### config.mk
export PLATFORM = sky130hd
export DESIGN_NAME = fp_addsub_pipe_flat
export DESIGN_NICKNAME = d
export VERILOG_FILES = /design/src/rtl/fp_addsub_if.sv /design/src/rtl/fp_addsub_pipe.sv /design/src/flat_wrapper.sv
export SDC_FILE = /design/constraint.sdc
export NUM_CORES = 1
export LEC_CHECK = 0
export BUFFER_PORTS_ARGS = -buffer_cell sky130_fd_sc_hd__buf_2
export CORE_UTILIZATION = 61
export CTS_BUF_LIST = sky130_fd_sc_hd__clkbuf_4 sky130_fd_sc_hd__clkbuf_8
export DETAILED_ROUTE_END_ITERATION = 16
export HOLD_SLACK_MARGIN = 0.02
export MAX_ROUTING_LAYER = met4
export PLACE_DENSITY = 0.84
export SYNTH_ARGS = -nofsm -noshare
export SYNTH_HDL_FRONTEND = slang
export SYNTH_SLANG_ARGS = --single-unit
### constraint.sdc
create_clock -name clk -period 8.7 [get_ports clk]
set_input_delay 0.435 -clock clk [delete_from_list [all_inputs] [get_ports clk]]
set_output_delay 0.435 -clock clk [all_outputs]
set_load 0.02 [all_outputs]
### src/rtl/fp_addsub_if.sv
// Operand/result handshake bundle for fp_addsub_pipe.
//   master : the producer/consumer side (drives operands and out_ready)
//   slave  : the adder side (drives in_ready, out_valid, result, flags)
// Signals:
//   in_valid/in_ready   operand handshake; a, b, sub are the operands
//   out_valid/out_ready result handshake; result, flags are the outputs
//   flags = {invalid, overflow, underflow, inexact}
interface fp_addsub_if #(
  parameter int EXP_W = 8,
  parameter int MAN_W = 23
) ();
  localparam int W = 1 + EXP_W + MAN_W;

  logic         in_valid;
  logic         in_ready;
  logic [W-1:0] a;
  logic [W-1:0] b;
  logic         sub;
  logic         out_valid;
  logic         out_ready;
  logic [W-1:0] result;
  logic [3:0]   flags;

  modport master (
    output in_valid, a, b, sub, out_ready,
    input  in_ready, out_valid, result, flags
  );

  modport slave (
    input  in_valid, a, b, sub, out_ready,
    output in_ready, out_valid, result, flags
  );
endinterface

### src/rtl/fp_addsub_pipe.sv
// 3-stage pipelined floating-point adder/subtractor (round-to-nearest-even,
// flush-to-zero for subnormal inputs and outputs).
//   S1 align : classify, swap so |X|>=|Y|, shift Y right with guard/round/sticky
//   S2 add   : add or subtract the aligned significands
//   S3 round : normalise, round, pack, select special/exception results
// Ports:
//   clk, rst_n : clock (rising edge), asynchronous active-low reset
//   bus        : fp_addsub_if.slave (operand and result valid/ready handshakes)
// The whole pipe advances when the output register is empty or being drained,
// so in_ready is simply that enable.
module fp_addsub_pipe #(
  parameter int EXP_W = 8,
  parameter int MAN_W = 23
) (
  input logic         clk,
  input logic         rst_n,
  fp_addsub_if.slave  bus
);
  localparam int W       = 1 + EXP_W + MAN_W;
  localparam int AW      = MAN_W + 4;          // hidden, mantissa, G, R, S
  localparam int SW      = MAN_W + 5;          // AW plus carry-out
  localparam int LZW     = $clog2(SW);
  localparam int EW2     = EXP_W + 2;          // signed exponent headroom
  localparam int EXP_MAX = (1 << EXP_W) - 1;
  localparam logic [W-1:0]   QNAN    = {1'b0, {EXP_W{1'b1}}, 1'b1, {(MAN_W-1){1'b0}}};
  localparam logic [W-2:0]   INF_MAG = {{EXP_W{1'b1}}, {MAN_W{1'b0}}};

  logic en;
  assign en           = !bus.out_valid || bus.out_ready;
  assign bus.in_ready = en;

  // ---------------- S1: classify and align ----------------
  logic             sa, sb, sx, sy, hx, hy;
  logic [EXP_W-1:0] ea, eb, ex, ey, d;
  logic [MAN_W-1:0] maf, mbf, mxf, myf;
  logic             a_zero, b_zero, a_nan, b_nan, a_inf, b_inf;
  logic [AW-1:0]    mx_al, my_al, y_ext, y_sh, lost_mask;
  logic             sp_c;
  logic [W-1:0]     sp_res_c;
  logic [3:0]       sp_flags_c;

  // NOTE: combinational blocks use blocking '=' and give every output a
  // default before any branch so no latch is inferred; clocked blocks use '<='.
  always_comb begin
    sa     = bus.a[W-1];
    sb     = bus.b[W-1] ^ bus.sub;            // subtraction = add with B negated
    ea     = bus.a[W-2:MAN_W];
    eb     = bus.b[W-2:MAN_W];
    a_zero = (ea == '0);
    b_zero = (eb == '0);
    a_nan  = (ea == '1) && (bus.a[MAN_W-1:0] != '0);
    b_nan  = (eb == '1) && (bus.b[MAN_W-1:0] != '0);
    a_inf  = (ea == '1) && (bus.a[MAN_W-1:0] == '0);
    b_inf  = (eb == '1) && (bus.b[MAN_W-1:0] == '0);
    // Subnormals become signed zero: their fraction is dropped.
    maf    = a_zero ? '0 : bus.a[MAN_W-1:0];
    mbf    = b_zero ? '0 : bus.b[MAN_W-1:0];

    if ({ea, maf} >= {eb, mbf}) begin
      sx = sa; ex = ea; mxf = maf; hx = !a_zero;
      sy = sb; ey = eb; myf = mbf; hy = !b_zero;
    end else begin
      sx = sb; ex = eb; mxf = mbf; hx = !b_zero;
      sy = sa; ey = ea; myf = maf; hy = !a_zero;
    end

    d         = ex - ey;
    mx_al     = {hx, mxf, 3'b000};
    y_ext     = {hy, myf, 3'b000};
    y_sh      = y_ext >> d;
    // Everything shifted out collapses into the sticky bit; a shift past the
    // whole field leaves only sticky.
    lost_mask = ~({AW{1'b1}} << d);
    my_al     = {y_sh[AW-1:1], y_sh[0] | (|(y_ext & lost_mask))};

    sp_c       = 1'b1;
    sp_res_c   = '0;
    sp_flags_c = '0;
    if (a_nan || b_nan) begin
      sp_res_c   = QNAN;
      sp_flags_c = 4'b1000;
    end else if (a_inf && b_inf) begin
      if (sa != sb) begin
        sp_res_c   = QNAN;
        sp_flags_c = 4'b1000;
      end else begin
        sp_res_c   = {sa, INF_MAG};
      end
    end else if (a_inf) begin
      sp_res_c = {sa, INF_MAG};
    end else if (b_inf) begin
      sp_res_c = {sb, INF_MAG};
    end else if (a_zero && b_zero) begin
      sp_res_c = {sa & sb, {(W-1){1'b0}}};     // -0 only when both are -0
    end else begin
      sp_c = 1'b0;
    end
  end

  // ---------------- stage registers ----------------
  logic             s1_valid, s2_valid;
  logic             s1_sign, s1_eff_sub, s1_sp, s2_sign, s2_sp;
  logic [EXP_W-1:0] s1_exp, s2_exp;
  logic [AW-1:0]    s1_mx, s1_my;
  logic [SW-1:0]    s2_sum;
  logic [W-1:0]     s1_sp_res, s2_sp_res, res_c;
  logic [3:0]       s1_sp_flags, s2_sp_flags, flags_c;

  always_ff @(posedge clk or negedge rst_n) begin
    if (!rst_n) begin
      s1_valid      <= 1'b0;
      s2_valid      <= 1'b0;
      bus.out_valid <= 1'b0;
      bus.result    <= '0;
      bus.flags     <= '0;
    end else if (en) begin
      s1_valid      <= bus.in_valid;
      s2_valid      <= s1_valid;
      bus.out_valid <= s2_valid;
      if (s2_valid) begin
        bus.result <= res_c;
        bus.flags  <= flags_c;
      end
    end
  end

  // NOTE: the datapath registers carry no reset; they are only ever observed
  // behind a valid bit, which is reset.
  always_ff @(posedge clk) begin
    if (en && bus.in_valid) begin
      s1_sign     <= sx;
      s1_exp      <= ex;
      s1_mx       <= mx_al;
      s1_my       <= my_al;
      s1_eff_sub  <= sx ^ sy;
      s1_sp       <= sp_c;
      s1_sp_res   <= sp_res_c;
      s1_sp_flags <= sp_flags_c;
    end
    if (en && s1_valid) begin
      s2_sign     <= s1_sign;
      s2_exp      <= s1_exp;
      // The swap guarantees X >= Y, so the difference is never negative.
      s2_sum      <= s1_eff_sub ? ({1'b0, s1_mx} - {1'b0, s1_my})
                                : ({1'b0, s1_mx} + {1'b0, s1_my});
      s2_sp       <= s1_sp;
      s2_sp_res   <= s1_sp_res;
      s2_sp_flags <= s1_sp_flags;
    end
  end

  // ---------------- S3: normalise, round, pack ----------------
  logic                  carry, rnd_up;
  logic [LZW-1:0]        lzc;
  logic [AW-1:0]         norm;
  logic [MAN_W+1:0]      mant_r;
  logic signed [EW2-1:0] exp_norm, exp_fin;

  always_comb begin
    lzc = '0;
    for (int i = 0; i < AW; i++) begin
      if (s2_sum[i]) lzc = LZW'(AW - 1 - i);   // highest set bit wins
    end
    carry = s2_sum[SW-1];
    if (carry) begin
      norm     = {s2_sum[SW-1:2], s2_sum[1] | s2_sum[0]};
      exp_norm = EW2'(s2_exp) + EW2'(1);
    end else begin
      norm     = s2_sum[AW-1:0] << lzc;
      exp_norm = EW2'(s2_exp) - EW2'(lzc);
    end

    rnd_up  = norm[2] & (norm[1] | norm[0] | norm[3]);
    mant_r  = {1'b0, norm[AW-1:3]} + (MAN_W+2)'(rnd_up);
    exp_fin = exp_norm + EW2'(mant_r[MAN_W+1]);

    res_c   = {s2_sign, exp_fin[EXP_W-1:0],
               mant_r[MAN_W+1] ? mant_r[MAN_W:1] : mant_r[MAN_W-1:0]};
    flags_c = {3'b000, |norm[2:0]};

    if (s2_sp) begin
      res_c   = s2_sp_res;
      flags_c = s2_sp_flags;
    end else if (s2_sum == '0) begin
      res_c   = '0;                             // exact cancellation gives +0
      flags_c = '0;
    end else if (int'(exp_norm) <= 0) begin
      res_c   = {s2_sign, {(W-1){1'b0}}};
      flags_c = 4'b0011;
    end else if (int'(exp_fin) >= EXP_MAX) begin
      res_c   = {s2_sign, INF_MAG};
      flags_c = 4'b0101;
    end
  end
endmodule
### src/flat_wrapper.sv
// flat-port wrapper written by rule: the top's interface ports become plain ports
module fp_addsub_pipe_flat 
#(
  parameter int EXP_W = 8,
  parameter int MAN_W = 23
)
  (clk, rst_n, bus_in_valid, bus_a, bus_b, bus_sub, bus_out_ready, bus_in_ready, bus_out_valid, bus_result, bus_flags);
  fp_addsub_if #(.EXP_W(EXP_W), .MAN_W(MAN_W)) bus_i ();
  input logic clk;
  input logic rst_n;
  input wire logic [$bits(bus_i.in_valid)-1:0] bus_in_valid;
  input wire logic [$bits(bus_i.a)-1:0] bus_a;
  input wire logic [$bits(bus_i.b)-1:0] bus_b;
  input wire logic [$bits(bus_i.sub)-1:0] bus_sub;
  input wire logic [$bits(bus_i.out_ready)-1:0] bus_out_ready;
  output wire logic [$bits(bus_i.in_ready)-1:0] bus_in_ready;
  output wire logic [$bits(bus_i.out_valid)-1:0] bus_out_valid;
  output wire logic [$bits(bus_i.result)-1:0] bus_result;
  output wire logic [$bits(bus_i.flags)-1:0] bus_flags;
  assign bus_i.in_valid = bus_in_valid;
  assign bus_i.a = bus_a;
  assign bus_i.b = bus_b;
  assign bus_i.sub = bus_sub;
  assign bus_i.out_ready = bus_out_ready;
  assign bus_in_ready = bus_i.in_ready;
  assign bus_out_valid = bus_i.out_valid;
  assign bus_result = bus_i.result;
  assign bus_flags = bus_i.flags;
  fp_addsub_pipe #(.EXP_W(EXP_W), .MAN_W(MAN_W)) u_core (.clk(clk), .rst_n(rst_n), .bus(bus_i));
endmodule
# Word level (Yosys, flattened, before mapping)
# Cells that the tools add are included.
dict set report totals {
  word_cells 129
  input_bits 69
  regBits 211
  out_inout_bits 38
}
dict set report op_classes {
  add_sub_neg 7
  reduce_logical 25
  eq_ne 3
  order_cmp 3
  n_bitwise 11
  shift 3
  n_mux 57
}
# op count
set op_table {}
lappend op_table {{$mux W32} 7}
lappend op_table {{$mux W5} 27}
lappend op_table {{$mux W23} 5}
lappend op_table {{$mux W31} 2}
lappend op_table {{$logic_not A23 Y1} 2}
lappend op_table {{$reduce_bool A23 Y1} 2}
lappend op_table {{$ge A31 B31 Y1} 1}
lappend op_table {{$add A27 B27 Y28} 1}
lappend op_table {{$logic_not A28 Y1} 1}
lappend op_table {{$mux W28} 1}
lappend op_table {{$sub A27 B27 Y28} 1}
lappend op_table {{$and A27 B27 Y27} 1}
lappend op_table {{$mux W27} 1}
lappend op_table {{$not A27 Y27} 1}
lappend op_table {{$reduce_or A27 Y1} 1}
lappend op_table {{$shl A27 B5 Y27} 1}
lappend op_table {{$shl A27 B8 Y27 const A} 1}
lappend op_table {{$shr A27 B8 Y27} 1}
lappend op_table {{$add A24 B1 Y25} 1}
lappend op_table {{$mux W4} 5}
lappend op_table {{$eq A8 B8 Y1 const B} 2}
lappend op_table {{$logic_not A8 Y1} 2}
lappend op_table {{$mux W8} 2}
lappend op_table {{$add A10 B1 Y10} 1}
lappend op_table {{20 further kinds} 39}

# Logic depth before layout (Yosys ltp)
# Gate-level depths: netlist of the first run.
dict set report logic_depth {
  word_depth 39
  ltp_mapped 28
  ltp_nobuf 23
}

# Least setup slack after synthesis of the first run
# OpenSTA, ideal clock, no wires.
dict set report synth_path {
  kind {reg-to-reg}
  from {register u_core.s2_sum[15]}
  to {register u_core.bus.result[12]}
  slack_ns 2.848
  required_ns 8.574
  setup_time_ns 0.126
  n_path_buf 3
  t_arrival_ns 5.726
  period_less_slack_ns 5.852
  stages_incl_launch_ff 26
  cell_sequence {edfxtp_1 buf_6 or4_1 a21boi_2 and2_1 buf_6 inv_6 mux2i_1 mux2i_1 o22ai_1 o21bai_1 or3_4 and4bb_2 nand2_1 and4bb_2 ha_1 ha_1 and2_1 and3_1 nand2_1 xnor2_1 o41ai_1 nor3_1 and3_1 buf_2 a221o_1}
}
dict set report synth_between {
  elab_chain_cells 24
  elab_cells_between_ends 29
  classes_between {add/sub: 3; order compare: 2; shift: 1; mux: 19; bitwise: 3; reduce/logical: 1}
}
# item line
set synth_rtl {}
lappend synth_rtl {{from (decl)} fp_addsub_pipe.sv:105} ;# logic [SW-1:0] s2_sum;
lappend synth_rtl {{from (signal assigned)} fp_addsub_pipe.sv:144} ;# s2_sum <= s1_eff_sub ? ({1'b0, s1_mx} - {1'b0, s1_my})
lappend synth_rtl {{$mux W5 (12 in series)} fp_addsub_pipe.sv:162} ;# if (s2_sum[i]) lzc = LZW'(AW - 1 - i);
lappend synth_rtl {{$shl A27 B5 Y27} fp_addsub_pipe.sv:169} ;# norm = s2_sum[AW-1:0] << lzc;
lappend synth_rtl {{$mux W27} fp_addsub_pipe.sv:165} ;# if (carry) begin
lappend synth_rtl {{$or A1 B1 Y1 (2 in series)} fp_addsub_pipe.sv:173} ;# rnd_up = norm[2] & (norm[1] | norm[0] | norm[3]);
lappend synth_rtl {{$and A1 B1 Y1} fp_addsub_pipe.sv:173}
lappend synth_rtl {{$add A24 B1 Y25} fp_addsub_pipe.sv:174} ;# mant_r = {1'b0, norm[AW-1:3]} + (MAN_W+2)'(rnd_up);
lappend synth_rtl {{$add A10 B1 Y10} fp_addsub_pipe.sv:175} ;# exp_fin = exp_norm + EW2'(mant_r[MAN_W+1]);
lappend synth_rtl {{$ge A10 B9 Y1} fp_addsub_pipe.sv:190} ;# end else if (int'(exp_fin) >= EXP_MAX) begin
lappend synth_rtl {{$mux W31} fp_addsub_pipe.sv:190}
lappend synth_rtl {{$mux W31} fp_addsub_pipe.sv:187} ;# end else if (int'(exp_norm) <= 0) begin
lappend synth_rtl {{$mux W32 (*)} fp_addsub_pipe.sv:184} ;# end else if (s2_sum == '0) begin
lappend synth_rtl {{$mux W32 (*)} fp_addsub_pipe.sv:181} ;# if (s2_sp) begin
lappend synth_rtl {{to (signal assigned)} fp_addsub_pipe.sv:121} ;# bus.result <= res_c;
lappend synth_rtl {{to (decl)} fp_addsub_if.sv:31} ;# output in_ready, out_valid, result, flags
# Mark *: on every way between the ends. The rest lies on a longest branch, timed or not.
# A chain may end at the register's enable or synchronous reset.

# Worst setup path after layout of the first run
dict set report layout_path {
  from {register u_core.s2_sum[17]}
  to {register u_core.bus.result[14]}
}
dict set report layout_between {
  elab_chain_cells 22
  elab_cells_between_ends 27
  classes_between {add/sub: 3; order compare: 2; shift: 1; mux: 17; bitwise: 3; reduce/logical: 1}
}
# item line
set layout_rtl {}
lappend layout_rtl {{$mux W5 (10 in series)} fp_addsub_pipe.sv:162}
lappend layout_rtl {{$shl A27 B5 Y27} fp_addsub_pipe.sv:169}
lappend layout_rtl {{$mux W27} fp_addsub_pipe.sv:165}
lappend layout_rtl {{$or A1 B1 Y1 (2 in series)} fp_addsub_pipe.sv:173}
lappend layout_rtl {{$and A1 B1 Y1} fp_addsub_pipe.sv:173}
lappend layout_rtl {{$add A24 B1 Y25} fp_addsub_pipe.sv:174}
lappend layout_rtl {{$add A10 B1 Y10} fp_addsub_pipe.sv:175}
lappend layout_rtl {{$ge A10 B9 Y1} fp_addsub_pipe.sv:190}
lappend layout_rtl {{$mux W31} fp_addsub_pipe.sv:190}
lappend layout_rtl {{$mux W31} fp_addsub_pipe.sv:187}
lappend layout_rtl {{$mux W32 (*)} fp_addsub_pipe.sv:184}
lappend layout_rtl {{$mux W32 (*)} fp_addsub_pipe.sv:181}
# Marked as above.

==> impl_metrics.ini, run 1 <==
[logic_synthesis]
syn_area_per_cell_sq_um = 8.35
ys_warn_count = 0
synth_flop_cell = edfxtp_1
yosysSeqAreaShare = 0.281
synth.distinct_cells = 107
synthCells = 1771
async_flop_share = 0.269
synth-seq-cells = 145
netlist_area_sq_um = 14800
synth_edf_count = 106
syn_nets = 1934

[critical_path]
critPathLaunch = u_core.s2_sum[17]
cp.arrival_ns = 8.32
cpPeakStageDelay_ns = 1.03
endpoint = u_core.bus.result[14]
r2r_cells = 21
crit_chain = or3_4 -> o211ai_4 -> o211a_1 -> inv_4 -> a21boi_1 -> mux2i_1 -> mux2i_1 -> o221ai_1 -> mux2i_1 -> nor3_1 -> and4bb_2 -> ha_1 -> ha_1 -> and2_1 -> nor2_1 -> and3_1 -> nand4_1 -> o41ai_1 -> nor3_1 -> nor2b_1 -> a221o_1
cp_max_fo = 24
path_class = flop to flop
path_depth = 21
reg2reg_to = u_core.bus.result[14]
critPathBufInv = 1
reg2reg_slack_ns = 0.74
cp.required_ns = 9.05
cp-end-kind = flop
critPathLaunchType = flop
cp_top_family = compound AO/OA/AOI/OAI gates
crit_slowest_cell = o41ai_1
crit_top_cell = mux2i_1
reg2reg_from = u_core.s2_sum[17]

[clocking]
hold_buffers = 0
post_cts_resized = 0
clock-root-buffer = clkbuf_8
cts_htree_levels = 4
clock_path_buffers = 2
path_clk_slew_ns = 0.12
clock_sinks = 145
cts_setup_buffers = 0
cts_buffers = 17
clock_latency_ns = 0.48
cts_tree = done

[power_and_ir_drop]
power.internal_uw = 1990
p_seq_frac = 0.287
power_uw = 3840
clockPowerShare = 0.159
comb_power_share = 0.554
netSwitchingFraction = 0.481
peakVddDrop_mv = 0.144
power.leakage_uw = 0.00664
p_switching_uw = 1850
powerDensity_nw_per_um2 = 243

[die]
io_pins = 107
num_rows = 56
die-area_sq_um = 24900
die_x_microns = 158
fp.dieH_microns = 158
core_area_sq_um = 23600
start_util = 0.626

[cells_and_area]
final_util = 0.670
layout.cells.most_common = nand2_1
final_cell_mix = nand2_1 (205), nor2_1 (162), a21oi_1 (120)
final_layout_size_suffix_gt1_frac = 0.135
synthToLayoutAreaGrowth_pct = 6.97
nFillCells = 1967
multi_input_area_sq_um = 9660
seq_area_sq_um = 4160
diodes = 0
design_area_sq_um = 15800
fin_nets = 1982

[place]
place_hpwl_microns = 37400
portBuffers = 106
pre_cts_slack_ns = 1.27
place_congestion = 1.05
place_area_sq_um = 15400

[grt]
grt_max_degree = 66
grt_pass1_wl_microns = 75300
antenna_found_initial = 0
overflow = 0
grt_pass1_vias = 13700
grt_usage = 0.409

[sta]
clock_skew_ns = 0.0361
max_freq_mhz = 126
setup_violations = 0
tns_ns = 0
rsz0062_at_grt = no
min_period_ns = 7.96
hold_violations = 0
layout_setup_ws_ns = 0.737
final_max_slew_viol_count = 0
relSlewSlack = 0.222
worstMarginPinSlew_ns = 1.15
post-route-period-util = 0.915

[drt]
first_pass_iters = 8
drc = 0
first_iter_violations = 1638
vias_per_cell = 6.76
wl_microns = 48500
antenna_left = 0
vias = 14500
detail_route.wl_per_cell_microns = 22.6

[min_path]
hold_class = primary input to asynchronous set/reset pin

[flow_run]
cap_violations = 0

[status]
status = complete, no violations
-- synthesized netlist by cell type, types with 23 or more instances --
master / n / share of area
xnor2_1: 39 / 0.023
edfxtp_1: 106 / 0.22
buf_2: 32 / 0.011
mux2i_1: 78 / 0.053
nand2_1: 205 / 0.052
mux2_2: 23 / 0.018
clkbuf_1: 49 / 0.012
o211ai_1: 26 / 0.013
nor3_1: 40 / 0.014
ha_1: 92 / 0.078
o21ai_0: 97 / 0.033
a21oi_1: 120 / 0.041
dfrtp_1: 39 / 0.066
inv_1: 116 / 0.029
nor2_1: 162 / 0.041
nand3_1: 39 / 0.013
nor4_1: 24 / 0.010
-- power by group through the flow --
stage / Sequential [uW] / Combinational [uW] / Clock, uW
3_3_place_gp: 1100 / 2040 / 0
2_1_floorplan: 1120 / 1450 / 0
4_1_cts: 1090 / 2050 / 608
3_5_place_dp: 1110 / 2050 / 0
5_1_grt: 1120 / 2280 / 633
6_report: 1100 / 2130 / 613
-- layout make-up --
type / instances / share of cell area
clock buffer: 17 / 0.0148
clock inverter: 15 / 0.0134
inverter: 121 / 0.0292
multi-input combinational: 1406 / 0.610
sequential: 145 / 0.263
tap: 319 / 0.0252
timing repair buffer: 128 / 0.0440
-- per-stage QoR --
stage,hold WS (ns),std cells
after floorplan,0.139,1771
after global placement,0.406,2119
after detailed placement,0.412,2119
after CTS,0.0666,2151
after global routing,0.118,2151
final,0.0550,2151
-- how the worst min path moves through the flow --
stage | start | endpoint | slack, ns | cells after the start
final | rst_n | u_core.bus.result[6] | 0.06 | 1
after detailed placement | u_core.s1_sp_res[22] | u_core.s2_sp_res[22] | 0.41 | 0
after CTS | rst_n | u_core.bus.result[6] | 0.07 | 1
after floorplan | rst_n | u_core.bus.flags[0] | 0.14 | 0
after global placement | u_core.s1_sp | u_core.s2_sp | 0.41 | 0
after global routing | rst_n | u_core.bus.result[5] | 0.12 | 1
-- logic make-up after synthesis --
| family | after synthesis | share of synthesized area |
|---|---|---|
| AND/OR/NAND/NOR | 612 | 0.198 |
| AO/OA/AOI/OAI | 520 | 0.242 |
| buffers and inverters | 220 | 0.0659 |
| flip-flops | 145 | 0.281 |
| multiplexers | 118 | 0.0939 |
| adder cells (fa/ha/maj) | 95 | 0.0812 |
| XOR/XNOR | 61 | 0.0372 |
-- registers in the layout, summed over array words and instances, names as in the netlist, 3 cells and up --
register	count
u_core.bus.flags	4
u_core.s2_exp	8
u_core.s1_exp	8
u_core.bus.result	32
u_core.s1_my	27
u_core.s1_mx	24
u_core.s2_sp_res	3
u_core.s1_sp_res	3
u_core.s2_sum	28
-- per-layer routing --
metal | vias to the layer above | routed length [microns] | GRT usage
met5 | - | 0 | -
met4 | 0 | 3020 | 0.245
met3 | 239 | 4020 | 0.0597
met2 | 905 | 23700 | 0.685
met1 | 6747 | 17800 | 0.465
li1 | 6656 | - | -
(Power assumes the default switching activity.)
==> run 2: changes to the inputs <==
--- a/config.mk
+++ b/config.mk
@@ -5,6 +5,7 @@
 export SDC_FILE = /design/constraint.sdc
 export NUM_CORES = 1
 export LEC_CHECK = 0
+export ABC_AREA = 1
 export BUFFER_PORTS_ARGS = -buffer_cell sky130_fd_sc_hd__buf_2
 export CORE_UTILIZATION = 61
 export CTS_BUF_LIST = sky130_fd_sc_hd__clkbuf_4 sky130_fd_sc_hd__clkbuf_8
==> run 2 against run 1 <==
Compared with the run above:
- fmax grew 5.2%
- clock power shrank 9.3%
- sequential cell count is the same
- die area shrank 4.2%
- routed wire length shrank 2.5%
- core utilization shrank 0.11 points
- non-clock buffer count shrank 5
- cell area shrank 4.0%
- sequential power is essentially flat
==> impl_metrics.ini, run 2 <==
[status]
status = complete, no violations

[power_and_ir_drop]
peakVddDrop_mv = 0.157
p_switching_uw = 2130
power.internal_uw = 1880
power.leakage_uw = 0.00744
p_seq_frac = 0.279
clockPowerShare = 0.139
comb_power_share = 0.582
netSwitchingFraction = 0.530
powerDensity_nw_per_um2 = 264

[die]
core_area_sq_um = 22700
io_pins = 107
die-area_sq_um = 23800
fp.dieH_microns = 154
num_rows = 55
start_util = 0.624
die_x_microns = 154

[place]
placedCellCount = 2431
place_congestion = 1.01
place_hpwl_microns = 36700
portBuffers = 106
pre_cts_slack_ns = 1.24

[sta]
rsz0062_at_grt = no
hold_violations = 0
min_period_ns = 7.57
clock_skew_ns = 0.0385
final_max_slew_viol_count = 0
worstMarginPinSlew_ns = 1.17
max_freq_mhz = 132
tns_ns = 0
layout_setup_ws_ns = 1.13
post-route-period-util = 0.870
relSlewSlack = 0.220
setup_violations = 0

[critical_path]
cp.required_ns = 9.12
cp.arrival_ns = 7.99
critPathLaunchType = flop
cp-end-kind = flop
crit_top_cell = nand2_1
cp_max_fo = 37
cpPeakStageDelay_ns = 0.53
path_class = flop to flop
crit_slowest_cell = nand2_4

[clocking]
post_cts_resized = 0
cts_buffers = 17
cts_tree = done
path_clk_slew_ns = 0.12
cts_htree_levels = 4
clock_sinks = 145
hold_buffers = 0
cts_setup_buffers = 0
clock_latency_ns = 0.50
clock_path_buffers = 2
clock-root-buffer = clkbuf_8

[cells_and_area]
multi_input_area_sq_um = 8730
fin_cells = 2464
final_cell_mix = nand2_1 (566), nand3_1 (328), inv_1 (221)
seq_area_sq_um = 4160
layout.cells.most_common = nand2_1
synthToLayoutAreaGrowth_pct = 7.25
regMostFlops = u_core.bus.result
largestRegisters = u_core.bus.result: 32 flops, u_core.s2_sum: 28 flops, u_core.s1_my: 27 flops
fin_nets = 2328
nFillCells = 2012
largest_reg_flops = 32
final_layout_size_suffix_gt1_frac = 0.104

[logic_synthesis]
synth-seq-cells = 145
synth.most_common_cell = nand2_1
synth.distinct_cells = 67
syn_nets = 2271
synth_edf_count = 106
synthCells = 2108
ys_warn_count = 0
netlist_area_sq_um = 14200
syn_area_per_cell_sq_um = 6.72
async_flop_share = 0.269
synth.top_cells.by_count = nand2_1 (566), nand3_1 (328), inv_1 (222), nor2_1 (157), o21ai_0 (108)
synth_flop_cell = edfxtp_1
yosysSeqAreaShare = 0.294
synth_top_area_share = 0.225
synth_area_leaders = edfxtp_1 (22%), nand2_1 (15%), nand3_1 (12%), ha_1 (8.1%), dfrtp_1 (6.9%)
yosys.area.top_type = edfxtp_1

[drt]
wl_microns = 47300
vias_per_cell = 6.17
antenna_left = 0
first_iter_violations = 1619
detail_route.wl_per_cell_microns = 19.2
drc = 0
first_pass_iters = 6
vias = 15200

[min_path]
hold_class = primary input to asynchronous set/reset pin

[grt]
overflow = 0
grt_pass1_vias = 14000
antenna_found_initial = 0
grt_usage = 0.411
grt_pass1_wl_microns = 73600
grt_max_degree = 66

[flow_run]
cap_violations = 0
-- run 2: cell types whose count changed after synthesis, sizes merged, moves of 20 or more --
cell,delta
nand2,+376
mux2,-26
o21ai,+21
and2,-20
inv,+115
xor2,+22
o211ai,-23
mux2i,-77
a21oi,-26
nand3,+300
xnor2,-32
-- run 2: layer usage --
| metal | GRT usage | part of all wire | wire length, microns | up-vias |
|---|---|---|---|---|
| li1 | - | - | - | 7242 |
| met1 | 0.470 | 0.38 | 17900 | 6922 |
| met2 | 0.692 | 0.48 | 22500 | 849 |
| met3 | 0.0434 | 0.073 | 3480 | 194 |
| met4 | 0.260 | 0.073 | 3440 | 0 |
| met5 | - | 0 | 0 | - |
-- run 2: worst paths after layout --
kind	startpoint	endpoint	slack, ns	cells after the start
hold / removal	rst_n	u_core.bus.result[17]	0.06	1
setup / recovery	u_core.s2_sum[2]	u_core.bus.result[2]	1.13	51
hold reg to reg	u_core.s1_sp_res[30]	u_core.s2_sp_res[30]	0.42	0
setup reg to reg	u_core.s2_sum[2]	u_core.bus.result[2]	1.13	51
min in group clk	bus_in_valid	u_core.s1_valid	0.21	3
max in group asynchronous	rst_n	u_core.bus.result[14]	8.08	1
-- run 2: kinds of logic after synthesis --
logic type / count (synthesis) / share of synthesized area
buffers and inverters: 322 / 0.0909
xor gates and xnor gates: 51 / 0.0315
DFF: 145 / 0.294
adders and majority gates: 94 / 0.0841
AOI/OAI and AO/OA: 313 / 0.128
and+or+nand+nor: 1181 / 0.370
muxes: 2 / 0.00141
-- run 2: power groups by stage --
| stage | logic (uW) | registers [uW] | clock network [uW] |
|---|---|---|---|
| floorplan | 1570 | 1170 | 0 |
| CTS | 2280 | 1110 | 558 |
| global route | 2560 | 1130 | 579 |
| finish | 2330 | 1120 | 556 |
| detailed placement | 2270 | 1130 | 0 |
| global placement | 2240 | 1120 | 0 |
-- run 2: worst max-delay path: cells and delay by family (launching register included) --
kind | cells | cell delay (ns)
XOR/XNOR | 1 | 0.16
AO/OA/AOI/OAI | 2 | 0.55
adder cells (fa/ha/maj) | 3 | 0.53
AND/OR/NAND/NOR | 41 | 5.44
buffers and inverters | 4 | 0.37
flip-flops | 1 | 0.45
-- run 2: layout make-up --
type                            count  area share
Sequential cell                   145       0.274
Clock inverter                     15      0.0105
Multi-Input combinational cell   1641       0.575
Antenna cell                        1    0.000165
Clock buffer                       17      0.0154
Tap cell                          285      0.0235
Inverter                          237      0.0587
Timing Repair Buffer              123      0.0433
-- run 2: per-stage QoR --
| step | hold slack, ns | util | total power, uW | area (sq um) |
|---|---|---|---|---|
| final | 0.0552 | 0.669 | 4010 | 15200 |
| after global routing | 0.125 | 0.669 | 4280 | 15200 |
| after CTS | 0.0606 | 0.669 | 3950 | 15200 |
| after detailed placement | 0.405 | 0.651 | 3400 | 14800 |
| after global placement | 0.402 | 0.651 | 3360 | 14800 |
| after floorplan | 0.139 | - | 2750 | 14200 |
